<file path="config.mk">
export PLATFORM = sky130hd
export DESIGN_NAME = vga_fml_fetch_flat
export DESIGN_NICKNAME = d
export VERILOG_FILES = /design/src/rtl/vga_fml_fetch_if.sv /design/src/rtl/vga_fml_fetch.sv /design/src/flat_wrapper.sv
export SDC_FILE = /design/constraint.sdc
export NUM_CORES = 1
export LEC_CHECK = 0
export ABC_CLOCK_PERIOD_IN_PS = 5300
export BUFFER_PORTS_ARGS = -buffer_cell sky130_fd_sc_hd__buf_4
export CAP_MARGIN = 20
export CORE_MARGIN = 3
export CORE_UTILIZATION = 45
export CTS_BUF_LIST = sky130_fd_sc_hd__clkbuf_16
export DETAILED_ROUTE_END_ITERATION = 8
export GPL_ROUTABILITY_DRIVEN = 0
export PLACE_DENSITY = 0.67
export SLEW_MARGIN = 5
export SYNTH_ARGS = -nofsm -noshare
export SYNTH_HDL_FRONTEND = slang
export SYNTH_SLANG_ARGS = --single-unit
</file>
<file path="constraint.sdc">
create_clock -name wb_clk_i -period 5.3 [get_ports wb_clk_i]
set_input_delay 1.325 -clock wb_clk_i [delete_from_list [all_inputs] [get_ports wb_clk_i]]
set_output_delay 1.325 -clock wb_clk_i [all_outputs]
set_load 0.005 [all_outputs]
</file>
<file path="src/rtl/vga_fml_fetch_if.sv">
// vga_fml_fetch_if: lcd request side (csr_*) and FML read port (fml_*).
// master = fetch stage, slave = lcd/FML environment.
interface vga_fml_fetch_if #(
  parameter int fml_depth = 25
);
  logic [17:1]          csr_adr_i;
  logic                 csr_stb_i;
  logic [15:0]          csr_dat_o;
  logic                 csr_ack_o;
  logic [fml_depth-1:0] fml_adr_o;
  logic                 fml_stb_o;
  logic                 fml_ack_i;
  logic [15:0]          fml_di;

  modport master (
    input  csr_adr_i, csr_stb_i,
    output csr_dat_o, csr_ack_o,
    output fml_adr_o, fml_stb_o,
    input  fml_ack_i, fml_di
  );

  modport slave (
    output csr_adr_i, csr_stb_i,
    input  csr_dat_o, csr_ack_o,
    input  fml_adr_o, fml_stb_o,
    output fml_ack_i, fml_di
  );
endinterface

</file>
<file path="src/rtl/vga_fml_fetch.sv">
// vga_fml_fetch: lcd word requests -> held FML reads, 2-deep address queue,
// ports: wb_clk_i, wb_rst_n_i, clk_en_i, bus (master), ready_o, ovf_o.
module vga_fml_fetch #(
  parameter int                   fml_depth     = 25,
  parameter logic [fml_depth-1:0] FB_BASE       = fml_depth'(25'h00B8000),
  parameter logic [23:0]          STARTUP_TICKS = 24'hFFFFFF
) (
  input  logic            wb_clk_i,
  input  logic            wb_rst_n_i,
  input  logic            clk_en_i,
  vga_fml_fetch_if.master bus,
  output logic            ready_o,
  output logic            ovf_o
);

  typedef enum logic [1:0] {
    DISABLED,
    IDLE,
    REQ
  } state_t;

  state_t               state_q;
  state_t               state_d;
  logic [23:0]          tick_q;
  logic [fml_depth-1:0] fifo_q [2];
  logic                 wr_ptr_q;
  logic                 rd_ptr_q;
  logic [1:0]           cnt_q;
  logic [fml_depth-1:0] push_adr;
  logic                 ready_set;
  logic                 push_req;
  logic                 push;
  logic                 pop;
  logic                 load;
  logic                 dis_ack;

  // byte address, wraps modulo 2^fml_depth
  assign push_adr = FB_BASE + fml_depth'({bus.csr_adr_i, 1'b0});

  assign ready_set = !ready_o && clk_en_i
                   && (tick_q == STARTUP_TICKS - 24'd1);
  assign push_req  = bus.csr_stb_i && ready_o;
  assign pop       = (state_q == REQ) && bus.fml_ack_i;
  // a full queue still accepts when the head retires this cycle
  assign push      = push_req && ((cnt_q != 2'd2) || pop);
  assign dis_ack   = bus.csr_stb_i && !ready_o;

  always_ff @(posedge wb_clk_i or negedge wb_rst_n_i) begin
    if (!wb_rst_n_i) begin
      state_q <= DISABLED;
    end else begin
      state_q <= state_d;
    end
  end

  always_comb begin
    state_d = state_q;
    load    = 1'b0;
    unique case (state_q)
      DISABLED: begin
        if (ready_set) begin
          state_d = IDLE;
        end
      end
      IDLE: begin
        if (cnt_q != 2'd0) begin
          state_d = REQ;
          load    = 1'b1;
        end
      end
      REQ: begin
        if (bus.fml_ack_i) begin
          state_d = IDLE;
        end
      end
      default: state_d = DISABLED;
    endcase
  end

  always_ff @(posedge wb_clk_i or negedge wb_rst_n_i) begin
    if (!wb_rst_n_i) begin
      tick_q  <= '0;
      ready_o <= 1'b0;
    end else if (!ready_o && clk_en_i) begin
      tick_q <= tick_q + 24'd1;
      if (ready_set) begin
        ready_o <= 1'b1;
      end
    end
  end

  always_ff @(posedge wb_clk_i or negedge wb_rst_n_i) begin
    if (!wb_rst_n_i) begin
      fifo_q[0] <= '0;
      fifo_q[1] <= '0;
      wr_ptr_q  <= 1'b0;
      rd_ptr_q  <= 1'b0;
      cnt_q     <= 2'd0;
      ovf_o     <= 1'b0;
    end else begin
      if (push) begin
        fifo_q[wr_ptr_q] <= push_adr;
        wr_ptr_q         <= ~wr_ptr_q;
      end
      if (pop) begin
        rd_ptr_q <= ~rd_ptr_q;
      end
      cnt_q <= cnt_q + {1'b0, push} - {1'b0, pop};
      if (push_req && !push) begin
        ovf_o <= 1'b1;
      end
    end
  end

  always_ff @(posedge wb_clk_i or negedge wb_rst_n_i) begin
    if (!wb_rst_n_i) begin
      bus.fml_stb_o <= 1'b0;
      bus.fml_adr_o <= FB_BASE;
      bus.csr_dat_o <= 16'h0000;
      bus.csr_ack_o <= 1'b0;
    end else begin
      if (load) begin
        bus.fml_stb_o <= 1'b1;
        bus.fml_adr_o <= fifo_q[rd_ptr_q];
      end else if (pop) begin
        bus.fml_stb_o <= 1'b0;
      end
      bus.csr_ack_o <= pop || dis_ack;
      if (pop) begin
        bus.csr_dat_o <= bus.fml_di;
      end else if (dis_ack) begin
        bus.csr_dat_o <= 16'h0000;
      end
    end
  end

endmodule

</file>
<file path="src/flat_wrapper.sv">
// flat-port wrapper written by rule: the top's interface ports become plain ports
module vga_fml_fetch_flat 
#(
  parameter int                   fml_depth     = 25,
  parameter logic [fml_depth-1:0] FB_BASE       = fml_depth'(25'h00B8000),
  parameter logic [23:0]          STARTUP_TICKS = 24'hFFFFFF
)
  (wb_clk_i, wb_rst_n_i, clk_en_i, ready_o, ovf_o, bus_csr_adr_i, bus_csr_stb_i, bus_csr_dat_o, bus_csr_ack_o, bus_fml_adr_o, bus_fml_stb_o, bus_fml_ack_i, bus_fml_di);
  vga_fml_fetch_if #(.fml_depth(fml_depth)) bus_i ();
  input  logic wb_clk_i;
  input  logic wb_rst_n_i;
  input  logic clk_en_i;
  output logic ready_o;
  output logic ovf_o;
  input wire logic [$bits(bus_i.csr_adr_i)-1:0] bus_csr_adr_i;
  input wire logic [$bits(bus_i.csr_stb_i)-1:0] bus_csr_stb_i;
  output wire logic [$bits(bus_i.csr_dat_o)-1:0] bus_csr_dat_o;
  output wire logic [$bits(bus_i.csr_ack_o)-1:0] bus_csr_ack_o;
  output wire logic [$bits(bus_i.fml_adr_o)-1:0] bus_fml_adr_o;
  output wire logic [$bits(bus_i.fml_stb_o)-1:0] bus_fml_stb_o;
  input wire logic [$bits(bus_i.fml_ack_i)-1:0] bus_fml_ack_i;
  input wire logic [$bits(bus_i.fml_di)-1:0] bus_fml_di;
  assign bus_i.csr_adr_i = bus_csr_adr_i;
  assign bus_i.csr_stb_i = bus_csr_stb_i;
  assign bus_csr_dat_o = bus_i.csr_dat_o;
  assign bus_csr_ack_o = bus_i.csr_ack_o;
  assign bus_fml_adr_o = bus_i.fml_adr_o;
  assign bus_fml_stb_o = bus_i.fml_stb_o;
  assign bus_i.fml_ack_i = bus_fml_ack_i;
  assign bus_i.fml_di = bus_fml_di;
  vga_fml_fetch #(.fml_depth(fml_depth), .FB_BASE(FB_BASE), .STARTUP_TICKS(STARTUP_TICKS)) u_core (.wb_clk_i(wb_clk_i), .wb_rst_n_i(wb_rst_n_i), .clk_en_i(clk_en_i), .bus(bus_i), .ready_o(ready_o), .ovf_o(ovf_o));
endmodule
</file>
After elaboration in Yosys (flattened, before gate mapping)
Cells that the tools add are included.
Storage, ports and cells
  register bits: 125
  input bits: 38
  output and inout bits: 45
  word-level logic and storage cells: 65
Cells by class
  $add $sub $neg: 4
  magnitude comparators: 3
  equality and inequality tests: 7
  muxes and demuxes: 16
  bitwise operators: 4
  reduce and logical (&&, ||, !) cells: 18
Operator list (number)
  two-way mux 25 bit: 4
  bitwise mux 50 bit: 1
  two-way mux 16 bit: 2
  demux 25 bit (select 1 bit): 1
  adder 24 x 1 -> 24 bit (second input constant): 1
  equality test 24 bit (second input constant): 1
  adder 20 x 18 -> 21 bit (first input constant): 1
  logical AND 1 bit: 8
  two-way mux 2 bit: 3
  one-hot mux 2 bit (3 select lines): 1
  nonzero test 2 bit: 3
  >= comparator 2 bit (second input constant): 2
  two-way mux 1 bit: 4
  inequality test 2 x 1 -> 1 bit (second input constant): 2
  inequality test 2 bit (second input constant): 2
  NOT 1 -> 2 bit: 2
  AND reduction 3 bit: 1
  adder 2 x 1 -> 2 bit: 1
  equality test 2 x 1 -> 1 bit (second input constant): 1
  equality test 2 bit (second input constant): 1
  logical NOT 1 bit: 2
  logical NOT 2 bit: 1
  logical OR 1 bit: 2
  less-than comparator 2 x 1 -> 1 bit (second input constant): 1
  3 further kinds: 4

Longest topological paths before layout
  depth after elaboration: 6
  mapped depth: 9
  gate-level depth less buffers: 7

Least setup slack after synthesis
Ideal clock, no wire load.
  path type: input-to-reg
  start point: in bus_fml_ack_i
  end point: reg u_core.cnt_q[1]
  library setup time: 80 ps
  arrival time: 2620 ps
  data required time: 5220 ps
  setup slack: 2600 ps
  cell stages on the path: 9
  path buffers: 2
  cell sequence: nand3b_4 -> inv_1 -> buf_2 -> buf_2 -> ha_1 -> inv_1 -> ha_1 -> xnor2_1 -> xnor2_1
On the way
  word-level cells in the longest chain between the ends: 5
Ends and longest elaborated chain
  from (decl): line flat_wrapper.sv:21  | input wire logic [$bits(bus_i.fml_ack_i)-1:0] bus_fml_ack_i;
  logical AND 1 bit (*): line vga_fml_fetch.sv:43  | assign pop = (state_q == REQ) && bus.fml_ack_i;
  via u_core.pop: line vga_fml_fetch.sv:33  | logic pop;
  logical OR 1 bit: line vga_fml_fetch.sv:45  | assign push = push_req && ((cnt_q != 2'd2) || pop);
  logical AND 1 bit: line vga_fml_fetch.sv:45
  adder 2 x 1 -> 2 bit: line vga_fml_fetch.sv:108  | cnt_q <= cnt_q + {1'b0, push} - {1'b0, pop};
  subtractor 2 x 1 -> 2 bit (*): line vga_fml_fetch.sv:108
  to (signal assigned): line vga_fml_fetch.sv:108
  to (decl): line vga_fml_fetch.sv:28  | logic [1:0] cnt_q;
The timed path passes the listed nets; every way through them passes the cells marked *.
A chain may end at the register's enable or synchronous reset.

Final worst setup path
  start point: in bus_fml_ack_i
  end point: reg u_core.fifo_q[12] (netlist bit)
On the way
  word-level cells in the longest chain between the ends: 3
Ends and longest elaborated chain
  logical AND 1 bit: line vga_fml_fetch.sv:43
  logical OR 1 bit: line vga_fml_fetch.sv:45
  logical AND 1 bit: line vga_fml_fetch.sv:45
  to (signal, indexed assignment): line vga_fml_fetch.sv:102  | fifo_q[wr_ptr_q] <= push_adr;
  to (decl): line vga_fml_fetch.sv:25  | logic [fml_depth-1:0] fifo_q [2];
No other way between the ends.

==> flow_summary.rst <==
.. list-table::
   :header-rows: 1

   * - Metric
     - Value
   * - Startpoint type of the worst setup path
     - input port
   * - GR Util All Layers
     - 15.8%
   * - Final setup violation count
     - 0
   * - Sort of element at the end of the critical path
     - register
   * - PwrDens
     - 530 nW/µm²
   * - Most used flip-flop cell after synthesis
     - sky130_fd_sc_hd__dfrtp_1
   * - Maximum capacitance violations
     - 0
   * - Period utilization
     - 52.3%
   * - Vias in the first global route
     - 2971
   * - Switching Fraction
     - 30.2%
   * - Maximum number of pins on one net before global-route repair
     - 72
   * - Die Y
     - 106 µm
   * - Ordered cell list for the critical path
     - buf_4 -> nand3b_4 -> inv_1 -> o2111ai_4 -> mux2_2
   * - # hold bufs at CTS
     - 0
   * - Library cell occupying the most area in the post-synthesis netlist
     - sky130_fd_sc_hd__dfrtp_1
   * - Result of the run
     - finished clean
   * - Required time of the critical path
     - 5.53 ns
   * - Post-Route Skew
     - 0.00627 ns
   * - Start-to-end type of the worst setup path
     - in2reg
   * - Total negative slack for setup checks
     - 0 ns
   * - Post-CTS resize count
     - 0
   * - Largest cells by area after synthesis
     - sky130_fd_sc_hd__dfrtp_1, sky130_fd_sc_hd__mux2_2, sky130_fd_sc_hd__mux2i_1
   * - Effective utilization at floorplan
     - 47.3%
   * - CP Data Arrival Time
     - 3.00 ns
   * - Number of iterations in the first detailed-routing pass
     - 4
   * - Crit-path slowest cell
     - sky130_fd_sc_hd__o2111ai_4
   * - Number of I/O pins
     - 83
   * - Number of max-slew violations in the final report
     - 0
   * - Die Footprint
     - 11100 µm²
   * - Most common library cells after synthesis
     - sky130_fd_sc_hd__dfrtp_1, sky130_fd_sc_hd__nor2_1, sky130_fd_sc_hd__mux2_2
   * - Number of distinct library cells after synthesis
     - 37
   * - Count of standard-cell rows
     - 35
   * - Total number of cells along the worst setup path
     - 5
   * - Register bit total from synthesis
     - 107
   * - Transition time at the pin with the least slew margin
     - 0.873 ns
   * - Final hold viol count
     - 0
   * - Post-detailed-routing wire length
     - 8.25 mm
   * - Bufs on Longest Clock Path
     - 2
   * - Synthesis Warnings
     - 0
   * - Proportion of register bits with asynchronous set or reset after synthesis
     - 100%
   * - H-tree depth
     - 3
   * - Wire length of the first global-routing pass
     - 14.4 mm
   * - Total clock sinks
     - 107
   * - Leakage
     - 0.00260 µW
   * - Fmax
     - 361 MHz
   * - Proportion of layout cells with a drive suffix above 1
     - 31.7%
   * - Share of the synthesized area in the top cell type
     - 57.8%
   * - Clock latency on the worst-skew pair
     - 0.34 ns
   * - Layout Area Growth over Synthesis
     - 22.3%
   * - Shortest clock period the worst path allows after layout
     - 2.77 ns
   * - Worst hold path cell count
     - 1
   * - Post-synthesis instance total
     - 356
   * - Final routed wire length divided by cell count
     - 14.6 µm
   * - Post-route total power
     - 2890 µW
   * - Area of the core
     - 9420 µm²
   * - Average instance area after synthesis
     - 12.5 µm²
   * - Number of cells on the worst reg-to-reg path
     - 4
   * - Post-Synthesis Cell Area
     - 4460 µm²
   * - Vias per Instance
     - 5.08
   * - Count of input and output buffers
     - 76
   * - Placed wire-length estimate after detailed placement
     - 5.54 mm
   * - Switching pwr
     - 872 µW
   * - DRC Markers
     - 0
   * - Stage delay of the slowest cell on the critical path
     - 0.71 ns
   * - CTS Root Buffer Type
     - sky130_fd_sc_hd__clkbuf_16
   * - Register share of total power
     - 44.8%
   * - Clk pwr share
     - 23.8%
   * - Remaining max-slew budget at the tightest pin
     - 41.8%
   * - Worst-path maximum fanout
     - 23
   * - Proportion of synthesized chip area in sequential cells
     - 60.2%
   * - Drt first-iter violations
     - 126
   * - Die boundary width
     - 106 µm
   * - Overall overflow remaining after global route
     - 0
   * - Diodes inserted
     - 0
   * - Design internal power
     - 2020 µW
   * - Post-CTS setup buffer count
     - 0
   * - Hold WC Path Type
     - reg2reg
   * - Routed Antenna Nets
     - 0
   * - Crit path max-delay family
     - compound AO/OA/AOI/OAI gates
   * - Combined buffer and inverter count along the critical path
     - 2
   * - RSZ-0062 raised after global routing
     - no
   * - Final nets
     - 476
   * - Total clock buffers created by CTS
     - 9
   * - Power share of the combinational group
     - 31.4%
   * - TritonCTS clock tree
     - yes
   * - Layout Utilization
     - 57.9%
   * - Leading cell type by number of instances after synthesis
     - sky130_fd_sc_hd__dfrtp_1
   * - Clock input transition at the sequential cells of the worst setup and hold paths
     - 0.07 ns
   * - Initial antenna violation count
     - 0
   * - Maximum vdd ir drop
     - 335 µV
   * - Number of filler cells placed in the layout
     - 804
   * - Vias post-DR
     - 2880
   * - Number of synthesized flops with an enable pin
     - 0
[per-stage QoR]
step | std cells | instance area (µm²) | setup WS, ns | hold WS [ns]
finish | 567 | 5450 | 2.53 | 0.469
global route | 567 | 5450 | 2.36 | 0.496
CTS | 567 | 5450 | 2.51 | 0.476
detailed placement | 551 | 5140 | 2.14 | 0.458
global placement | 551 | 5140 | 2.17 | 0.450
floorplan | 361 | 4480 | 2.60 | 0.434
[layout by cell type (no fill, tap or decap), types with 2 or more instances in the layout]
cell,n
sky130_fd_sc_hd__dfrtp_1,103
sky130_fd_sc_hd__buf_4,80
sky130_fd_sc_hd__nor2_1,32
sky130_fd_sc_hd__mux2_2,29
sky130_fd_sc_hd__xnor2_1,21
sky130_fd_sc_hd__a21oi_1,21
sky130_fd_sc_hd__mux2i_1,20
sky130_fd_sc_hd__a22o_1,16
sky130_fd_sc_hd__nand2_1,14
sky130_fd_sc_hd__inv_1,13
sky130_fd_sc_hd__nand3_1,10
sky130_fd_sc_hd__clkbuf_16,9
sky130_fd_sc_hd__nand4_1,8
sky130_fd_sc_hd__xor2_1,7
sky130_fd_sc_hd__conb_1,6
sky130_fd_sc_hd__nor3_1,5
sky130_fd_sc_hd__o21ai_0,5
sky130_fd_sc_hd__ha_1,5
sky130_fd_sc_hd__and3_1,4
sky130_fd_sc_hd__dfstp_2,4
sky130_fd_sc_hd__nand2b_1,3
sky130_fd_sc_hd__or2_2,2
sky130_fd_sc_hd__inv_6,2
sky130_fd_sc_hd__inv_8,2
[sequential cells by signal (all words and copies together) (netlist names)]
name and cells:
u_core.fifo_q 38, u_core.wr_ptr_q 1, u_core.tick_q 24, u_core.rd_ptr_q 1, u_core.state_q 2, u_core.bus.fml_adr_o 19, u_core.bus.csr_dat_o 16, u_core.bus.fml_stb_o 1
u_core.ovf_o 1, u_core.cnt_q 2, u_core.bus.csr_ack_o 1, u_core.ready_o 1
[area by class of cell]
class | instances | area, µm² | area share, %
multi-input cells | 222 | 1650 | 30.3
repair buffers | 80 | 601 | 11.0
clock inverters | 7 | 83.8 | 1.54
inverters | 13 | 48.8 | 0.895
flip-flops and latches | 107 | 2680 | 49.2
clock buffers | 9 | 225 | 4.13
well taps | 129 | 161 | 2.96
[power groups by stage]
stage | clock network [µW] | logic (µW) | registers (µW)
global placement | 0 | 899 | 1300
detailed placement | 0 | 922 | 1310
global route | 742 | 1010 | 1340
finish | 688 | 907 | 1290
CTS | 710 | 925 | 1300
floorplan | 0 | 570 | 1290
[cell families after synthesis]
logic type | count (synthesis) | synth area share [%]
muxes | 49 | 11.8
adders and majority gates | 5 | 1.40
and+or+nand+nor | 85 | 9.55
other | 1 | 0.0841
buffers and inverters | 32 | 3.59
xor gates and xnor gates | 28 | 5.50
AOI/OAI and AO/OA | 49 | 7.86
DFF | 107 | 60.2
[final timing paths]
kind                                   start                      end  slack [ns]
min reg2reg                u_core.fifo_q[44]        u_core.fifo_q[44]        0.47
max in group asynchronous         wb_rst_n_i        u_core.tick_q[19]        3.20
max                            bus_fml_ack_i        u_core.fifo_q[12]        2.53
max reg2reg                u_core.state_q[0]        u_core.fifo_q[12]        3.12
min                        u_core.fifo_q[44]        u_core.fifo_q[44]        0.47
min in group asynchronous         wb_rst_n_i  u_core.bus.csr_dat_o[6]        1.09
[metal layers]
metal,global-route usage (%),wire [µm],up-vias,part of all wire [%]
met2,25.3,3920,70,48
met4,3.79,107,0,1.3
li1,-,-,1381,-
met5,0,0,-,0
met3,4.41,433,12,5.2
met1,21.6,3780,1417,46
Note: power is estimated with default switching activity, not from simulation.
